<file path="src/rtl/fft_bfly_if.sv">
// Handshake and memory-address bus between the FFT butterfly scheduler and the datapath.
// master = scheduler side, slave = datapath / sample-memory side.
interface fft_bfly_if #(
  parameter int N_LOG2 = 5,
  parameter int ADDR_W = N_LOG2,
  parameter int TW_W   = N_LOG2 - 1,
  parameter int ST_W   = 3
);
  logic              start;
  logic              busy;
  logic              done;
  logic [ST_W-1:0]   stage;
  logic              rd_en;
  logic [ADDR_W-1:0] rd_addr_a;
  logic [ADDR_W-1:0] rd_addr_b;
  logic [TW_W-1:0]   tw_idx;
  logic              wr_en;
  logic [ADDR_W-1:0] wr_addr_a;
  logic [ADDR_W-1:0] wr_addr_b;

  modport master (
    input  start,
    output busy, done, stage, rd_en, rd_addr_a, rd_addr_b, tw_idx,
           wr_en, wr_addr_a, wr_addr_b
  );

  modport slave (
    output start,
    input  busy, done, stage, rd_en, rd_addr_a, rd_addr_b, tw_idx,
           wr_en, wr_addr_a, wr_addr_b
  );
endinterface

</file>
<file path="src/rtl/fft_bfly_scheduler.sv">
// Address/twiddle sequencer for an in-place iterative radix-2 DIT FFT.
// Walks every stage and butterfly, issues operand reads, and echoes them as write-backs one cycle later.
module fft_bfly_scheduler #(
  parameter int N_LOG2 = 5,
  parameter int ADDR_W = N_LOG2,
  parameter int TW_W   = N_LOG2 - 1,
  parameter int ST_W   = 3
) (
  input  logic       clk,
  input  logic       rst,
  fft_bfly_if.master bus
);
  typedef enum logic [1:0] {IDLE, RUN, DRAIN, DONE} state_t;

  localparam logic [ST_W-1:0] LAST_ST = ST_W'(N_LOG2 - 1);

  state_t            state, nxt_state;
  logic [ST_W-1:0]   stage_q, nxt_stage;
  logic [TW_W-1:0]   b_q, nxt_b;
  logic [ADDR_W-1:0] half, pos, nxt_a, nxt_bb;
  logic [TW_W-1:0]   nxt_tw;

  always_ff @(posedge clk) begin
    if (rst) begin
      state   <= IDLE;
      stage_q <= '0;
      b_q     <= '0;
    end else begin
      state   <= nxt_state;
      stage_q <= nxt_stage;
      b_q     <= nxt_b;
    end
  end

  always_comb begin
    nxt_state = state;
    nxt_stage = stage_q;
    nxt_b     = b_q;
    unique case (state)
      IDLE: begin
        nxt_stage = '0;
        nxt_b     = '0;
        if (bus.start) nxt_state = RUN;
      end
      RUN: begin
        if (b_q == '1) nxt_state = DRAIN;
        else           nxt_b     = b_q + 1'b1;
      end
      DRAIN: begin
        nxt_b = '0;
        if (stage_q == LAST_ST) begin
          nxt_state = DONE;
        end else begin
          nxt_state = RUN;
          nxt_stage = stage_q + 1'b1;
        end
      end
      DONE: begin
        nxt_state = IDLE;
        nxt_stage = '0;
      end
      default: nxt_state = IDLE;
    endcase
  end

  // Addresses are computed for the butterfly about to be read so they can be registered with rd_en.
  assign half   = ADDR_W'(1) << nxt_stage;
  assign pos    = ADDR_W'(nxt_b) & (half - 1'b1);
  assign nxt_a  = ((ADDR_W'(nxt_b) >> nxt_stage) << (nxt_stage + 1'b1)) | pos;
  assign nxt_bb = nxt_a + half;
  assign nxt_tw = TW_W'(pos) << (LAST_ST - nxt_stage);

  assign bus.stage = stage_q;

  always_ff @(posedge clk) begin
    if (rst) begin
      bus.busy      <= 1'b0;
      bus.done      <= 1'b0;
      bus.rd_en     <= 1'b0;
      bus.rd_addr_a <= '0;
      bus.rd_addr_b <= '0;
      bus.tw_idx    <= '0;
      bus.wr_en     <= 1'b0;
      bus.wr_addr_a <= '0;
      bus.wr_addr_b <= '0;
    end else begin
      bus.busy      <= (nxt_state == RUN) || (nxt_state == DRAIN);
      bus.done      <= (nxt_state == DONE);
      bus.rd_en     <= (nxt_state == RUN);
      bus.rd_addr_a <= (nxt_state == RUN) ? nxt_a  : '0;
      bus.rd_addr_b <= (nxt_state == RUN) ? nxt_bb : '0;
      bus.tw_idx    <= (nxt_state == RUN) ? nxt_tw : '0;
      // Datapath is combinational from read port to write port, so the write trails the read by one cycle.
      bus.wr_en     <= bus.rd_en;
      bus.wr_addr_a <= bus.rd_addr_a;
      bus.wr_addr_b <= bus.rd_addr_b;
    end
  end
endmodule

</file>
<file path="src/flat_wrapper.sv">
// flat-port wrapper written by rule: the top's interface ports become plain ports
module fft_bfly_scheduler_flat 
#(
  parameter int N_LOG2 = 5,
  parameter int ADDR_W = N_LOG2,
  parameter int TW_W   = N_LOG2 - 1,
  parameter int ST_W   = 3
)
  (clk, rst, bus_start, bus_busy, bus_done, bus_stage, bus_rd_en, bus_rd_addr_a, bus_rd_addr_b, bus_tw_idx, bus_wr_en, bus_wr_addr_a, bus_wr_addr_b);
  fft_bfly_if #(.N_LOG2(N_LOG2), .ADDR_W(ADDR_W), .TW_W(TW_W), .ST_W(ST_W)) bus_i ();
  input  logic clk;
  input  logic rst;
  input wire logic [$bits(bus_i.start)-1:0] bus_start;
  output wire logic [$bits(bus_i.busy)-1:0] bus_busy;
  output wire logic [$bits(bus_i.done)-1:0] bus_done;
  output wire logic [$bits(bus_i.stage)-1:0] bus_stage;
  output wire logic [$bits(bus_i.rd_en)-1:0] bus_rd_en;
  output wire logic [$bits(bus_i.rd_addr_a)-1:0] bus_rd_addr_a;
  output wire logic [$bits(bus_i.rd_addr_b)-1:0] bus_rd_addr_b;
  output wire logic [$bits(bus_i.tw_idx)-1:0] bus_tw_idx;
  output wire logic [$bits(bus_i.wr_en)-1:0] bus_wr_en;
  output wire logic [$bits(bus_i.wr_addr_a)-1:0] bus_wr_addr_a;
  output wire logic [$bits(bus_i.wr_addr_b)-1:0] bus_wr_addr_b;
  assign bus_i.start = bus_start;
  assign bus_busy = bus_i.busy;
  assign bus_done = bus_i.done;
  assign bus_stage = bus_i.stage;
  assign bus_rd_en = bus_i.rd_en;
  assign bus_rd_addr_a = bus_i.rd_addr_a;
  assign bus_rd_addr_b = bus_i.rd_addr_b;
  assign bus_tw_idx = bus_i.tw_idx;
  assign bus_wr_en = bus_i.wr_en;
  assign bus_wr_addr_a = bus_i.wr_addr_a;
  assign bus_wr_addr_b = bus_i.wr_addr_b;
  fft_bfly_scheduler #(.N_LOG2(N_LOG2), .ADDR_W(ADDR_W), .TW_W(TW_W), .ST_W(ST_W)) u_core (.clk(clk), .rst(rst), .bus(bus_i));
endmodule
</file>
<file path="config.mk">
export PLATFORM = sky130hd
export DESIGN_NAME = fft_bfly_scheduler_flat
export DESIGN_NICKNAME = d
export VERILOG_FILES = /design/src/rtl/fft_bfly_if.sv /design/src/rtl/fft_bfly_scheduler.sv /design/src/flat_wrapper.sv
export SDC_FILE = /design/constraint.sdc
export NUM_CORES = 1
export LEC_CHECK = 0
export CELL_PAD_IN_SITES_DETAIL_PLACEMENT = 1
export CELL_PAD_IN_SITES_GLOBAL_PLACEMENT = 2
export CORE_UTILIZATION = 32
export CTS_BUF_LIST = sky130_fd_sc_hd__clkbuf_16
export CTS_CLUSTER_DIAMETER = 100
export DETAILED_ROUTE_END_ITERATION = 8
export PLACE_DENSITY_LB_ADDON = 0.1
export SYNTH_ARGS = -nofsm -noshare
export SYNTH_HDL_FRONTEND = slang
export SYNTH_SLANG_ARGS = --single-unit
</file>
<file path="constraint.sdc">
create_clock -name clk -period 4.7 [get_ports clk]
set_input_delay 0.94 -clock clk [delete_from_list [all_inputs] [get_ports clk]]
set_output_delay 0.94 -clock clk [all_outputs]
set_load 0.01 [all_outputs]
</file>
; Yosys cells after proc, flatten, opt, wreduce, memory -nomap -nowiden
; Index checks and enable logic that the tools add are counted.
[totals]
ff_bits = 37
input_bits = 3
output_inout_bits = 31
[op_classes]
muxes = 8
reduce_logical = 5
shift = 4
n_eq_ne = 8
bitwise_logic = 3
add_sub_neg = 6
[ops]
columns = operator, n
row1 = equality test 2 bit (second input constant), 4
row2 = case mux 2 bit (4 select lines), 1
row3 = case mux 4 bit (2 select lines), 1
row4 = adder 3 x 1 -> 3 bit (second input constant), 2
row5 = 2-to-1 mux 2 bit, 3
row6 = case mux 3 bit (2 select lines), 1
row7 = OR reduction 2 bit, 3
row8 = adder 5 bit, 1
row9 = AND 4 x 5 -> 5 bit, 1
row10 = bitwise OR 5 bit, 1
row11 = left shift 1 x 3 -> 5 bit (first input constant), 1
row12 = left shift 5 x 3 -> 5 bit, 1
row13 = right shift 4 x 3 -> 5 bit, 1
row14 = subtractor 5 x 1 -> 5 bit (second input constant), 1
row15 = adder 4 x 1 -> 4 bit (second input constant), 1
row16 = equality test 2 x 1 -> 1 bit (second input constant), 2
row17 = equality test 4 bit (second input constant), 1
row18 = 2-to-1 mux 4 bit, 1
row19 = left shift 4 x 3 -> 4 bit, 1
row20 = equality test 3 bit (second input constant), 1
row21 = 2-to-1 mux 3 bit, 1
row22 = subtractor 3 bit (first input constant), 1
row23 = logical NOT 2 bit, 1
row24 = logical OR 1 bit, 1
row25 = NOT 1 bit, 1

; Logic depth before layout (Yosys ltp)
[logic_depth]
word_depth = 8
depth_mapped = 22
depth_no_buf = 20

; Least setup slack after synthesis
; Ideal clock, no wire load.
[synth_timing]
path_kind = reg2reg
startpoint = register u_core.stage_q[0], in the netlist u_core.bus.stage[0]
endpoint = register u_core.bus.rd_addr_b[4]
n_path_buf = 2
setup_slack_ns = 1.016
t_arrival_ns = 3.614
setup_ns = 0.070
period_less_slack_ns = 3.684
t_required_ns = 4.630
stages_incl_launch_ff = 23
cell_sequence = dfxtp_1 -> inv_1 -> ha_1 -> and4b_4 -> o21ai_4 -> and2_4 -> buf_6 -> nand2_4 -> inv_1 -> ha_1 -> clkbuf_1 -> inv_1 -> ha_1 -> inv_1 -> nor2_1 -> mux2i_1 -> nand2_1 -> ha_1 -> a21o_1 -> a21oi_1 -> xor2_1 -> nand3_1 -> a21oi_1
[synth_via]
elab_chain_len = 8
[synth_rtl]
columns = element, line
row1 = start: declaration, fft_bfly_scheduler.sv:18  ; logic [ST_W-1:0] stage_q, nxt_stage;
row2 = start signal: assignment, fft_bfly_scheduler.sv:30  ; stage_q <= nxt_stage;
row3 = adder 3 x 1 -> 3 bit or equality test 3 bit (tied branches), "fft_bfly_scheduler.sv:55, fft_bfly_scheduler.sv:51"
row4 = 2-to-1 mux 3 bit, fft_bfly_scheduler.sv:51  ; if (stage_q == LAST_ST) begin
row5 = case mux 3 bit (2 select lines) (*), fft_bfly_scheduler.sv:39  ; unique case (state)
row6 = left shift 1 x 3 -> 5 bit, fft_bfly_scheduler.sv:67  ; assign half = ADDR_W'(1) << nxt_stage;
row7 = subtractor 5 x 1 -> 5 bit, fft_bfly_scheduler.sv:68  ; assign pos = ADDR_W'(nxt_b) & (half - 1'b1);
row8 = AND 4 x 5 -> 5 bit, fft_bfly_scheduler.sv:68
row9 = bitwise OR 5 bit (*), fft_bfly_scheduler.sv:69  ; assign nxt_a = ((ADDR_W'(nxt_b) >> nxt_stage) << (nxt_stage + 1'b1)) | pos;
row10 = net u_core.nxt_a[2], fft_bfly_scheduler.sv:20  ; logic [ADDR_W-1:0] half, pos, nxt_a, nxt_bb;
row11 = adder 5 bit (*), fft_bfly_scheduler.sv:70  ; assign nxt_bb = nxt_a + half;
row12 = end signal: assignment, fft_bfly_scheduler.sv:91  ; bus.rd_addr_b <= (nxt_state == RUN) ? nxt_bb : '0;
row13 = end: declaration, fft_bfly_if.sv:23  ; output busy, done, stage, rd_en, rd_addr_a, rd_addr_b, tw_idx,
; Mark *: on every way through the listed nets, which the timed path passes. The rest lies on a longest branch.
; A chain may end at the register's enable or synchronous reset.

; Worst setup path after layout
; Ends and elaborated chain as after synthesis.

==> results.md <==
* Outcome: finished clean
* Remaining DRCs at 0
* Final nets at 237
* Die X-Extent at 77.1 um
* Min-Delay Path Class: flip-flop to flip-flop
* PortBufs at 33
* Clk slew on worst S/H paths at about 0.05 ns
* Synth unique cells at 52
* Pwr Density at 287 nW/um2
* Mapped cell area at about 1800 um2
* CTS Buf Count at 5
* Vias per inst at 4.79
* Final period utilization at between 80% and 90%
* Hold Fails Final Rpt at 0
* Reg2Reg Setup Slack at 0.73 ns
* Dpl cells at approximately 280
* Yosys reg bits at 37
* Fin Clk Skew at ~0.0046 ns
* Post-cts sizing count at 0
* Clock sink count at 37
* Final WL at 4200 um
* Synth top cells by count: dfxtp_1 (37), nor2_1 (18), ha_1 (13), nor2b_1 (13), inv_1 (12)
* Synth top area cells: dfxtp_1 (41%), ha_1 (9.0%), nor2b_1 (4.5%)
* Post-detailed-route wirelength per cell at approximately 14 um
* Min Tclk post-route at between 3 and 4 ns
* # setup viols final at 0
* DRT iter0 DRCs at 54
* Pre-antenna DRT Iters at 4
* Crit path arrival time at 4.17 ns
* First-pass GRT wire length at about 7200 um
* Pint at 0.531 mW
* Max VDD drop at between 0.1 and 0.15 mV
* Combinational Power Share at approximately 6%
* Clock Latency Late Sink at 0.27 ns
* Remaining Overflow, GRT at 0
* Max cap viols at 0
* Ys async rst share at 0%
* Post-DRT Antenna Nets at 0
* Sw Ratio at a little over a fifth
* Crit Path Category: flip-flop to flip-flop
* Initial antenna violation count at 0
* Fin Setup TNS at 0 ns
* RSZ-0062 raised after global routing: no
* Startpoint type of the worst setup path: flip-flop
* F_max at between 200 and 300 MHz
* P_sw at approximately 0.14 mW
* Max_slew headroom at 57.8%
* Vias in the first global route at ~1500
* Synth top area share at slightly above 40%
* Starting Density at between 30 and 40%
* EDFF count, synth at 0
* Synth area leader: dfxtp_1
* Gpl congestion at about 0.8
* Row count at 26
* Main synth FF type: dfxtp_1
* Die area at about 5900 um2
* CTS Buffer Depth at 2
* Synth Net Count at around 200
* CORE AREA at about 5300 um2
* Area growth syn-to-layout at 29.4%
* DIE HEIGHT at about 77 um
* Slew Limit Fails at 0
* WP data required at 4.90 ns
* Worst setup EP type: flip-flop
* Most numerous cell in the Yosys netlist: dfxtp_1
* Overall routing resource usage at between 10% and 20%
* Leak Pwr at approximately 0.94 nW
* I/O pins at 34
* H-tree depth at 2
* Flop pwr share at between 40% and 50%
* Fin cells at 291
* DP Wirelength at roughly 3200 um
* Sequential element share of the synthesized area at approximately two fifths
* Mapped Cells at between 150 and 200
* Routed via count at about 1400
* Critical Path Fanout Max at 10
* Layout cells sized above 1 at roughly an eighth
* Clock Power Share at between 40 and 50%
* Synth Warn # at 0
* Postcts setup bufs at 0
* Hold_buf cts at 0
* # diodes at 0
* Largest net degree at the start of global routing at 24
* Syn_area_per_cell at roughly 10 um2
* CTS tree: done
* Actual slew at the worst max-slew pin at about 0.63 ns
* CTS root buf: clkbuf_16
## cell usage in the layout (no fill, tap or decap), types with 3 or more instances in the layout
cell type        count
clkdlybuf4s50_1     33
o211ai_1             5
nor3_1               8
nand2_1              8
xor2_1               6
ha_1                13
inv_1               13
nor2_1              18
clkinv_2             3
nor4_1               3
nor2b_1             13
a21o_1               3
nand3_1              7
dfxtp_1             37
a21oi_1              6
clkbuf_16            5
## per-stage QoR
stage	cell area (um2)	total power [mW]	util, %	setup slack (ns)	hold WS (ns)
floorplan	1810	0.353	-	1.02	0.488
CTS	2340	0.691	44.3	0.704	0.467
global placement	2200	0.369	41.7	0.975	0.445
global route	2340	0.711	44.3	0.365	0.473
detailed placement	2200	0.371	41.7	0.736	0.456
finish	2340	0.671	44.3	0.728	0.463
## worst paths after layout
path / from / endpoint / cells past startpoint
max: u_core.bus.stage[0]$_SDFF_PP0_ / u_core.bus.rd_addr_b[4]$_SDFF_PP0_ / 20
min: u_core.bus.rd_addr_a[2]$_SDFF_PP0_ / u_core.bus.wr_addr_a[2]$_SDFF_PP0_ / 1
max reg2reg: u_core.bus.stage[0]$_SDFF_PP0_ / u_core.bus.rd_addr_b[4]$_SDFF_PP0_ / 20
min reg2reg: u_core.bus.rd_addr_a[2]$_SDFF_PP0_ / u_core.bus.wr_addr_a[2]$_SDFF_PP0_ / 1
## kinds of logic (layout without fill, tap and decap cells)
| group | count (synthesis) | count (layout) | share of synthesized area (%) |
|---|---|---|---|
| muxes | 2 | 2 | 1.18 |
| and+or+nand+nor | 74 | 74 | 23.8 |
| DFF | 37 | 37 | 41.0 |
| buffers and inverters | 20 | 56 | 4.85 |
| xor gates and xnor gates | 7 | 7 | 3.40 |
| adders and majority gates | 14 | 14 | 10.1 |
| AOI/OAI and AO/OA | 31 | 31 | 15.6 |
## area by class of cell
type,instances,area [um2]
multi-input cells,128,977
inverters,14,53.8
clock buffers,5,125
repair buffers,34,338
fillers,611,2930
well taps,70,87.6
clock inverters,3,13.8
flip-flops and latches,37,741
## worst max-delay path, cell delays in order, from the launching register on
cell and delay (ns):
dfxtp_1 0.42, inv_1 0.12, ha_1 0.25, and4b_4 0.21, o21ai_4 0.18, and2_4 0.24, nand2_4 0.07, inv_1 0.10
ha_1 0.39, inv_1 0.12, ha_1 0.21, inv_1 0.06, nor2_1 0.06, mux2i_1 0.20, nand2_1 0.08, ha_1 0.32
a21o_1 0.19, a21oi_1 0.19, xor2_1 0.23, nand3_1 0.10, a21oi_1 0.15
## power groups by stage
| stage | Combinational (mW) | Sequential (mW) | Clock [mW] |
|---|---|---|---|
| detailed placement | 0.0402 | 0.331 | 0 |
| global placement | 0.0388 | 0.330 | 0 |
| floorplan | 0.0222 | 0.331 | 0 |
| global route | 0.0436 | 0.324 | 0.344 |
| CTS | 0.0404 | 0.324 | 0.326 |
| finish | 0.0397 | 0.324 | 0.308 |
## layer usage
metal / GRT usage [%] / up-vias / share of wire, % / routed length, um
met3: 3.57 / 2 / 3.8 / 161
met1: 18.7 / 653 / 47 / 1970
met4: 5.09 / 0 / 0.74 / 31
li1: - / 706 / - / -
met2: 27.0 / 33 / 48 / 2030
met5: 0 / - / 0 / 0
## sequential cells by signal, summed over array words and instances (netlist names), 2 cells and up
| register | count |
|---|---|
| u_core.b_q | 4 |
| u_core.bus.rd_addr_a | 5 |
| u_core.bus.rd_addr_b | 5 |
| u_core.bus.stage | 3 |
| u_core.bus.tw_idx | 4 |
| u_core.bus.wr_addr_a | 5 |
| u_core.bus.wr_addr_b | 5 |
| u_core.state | 2 |
No activity file was read; power rests on OpenSTA's default activity.
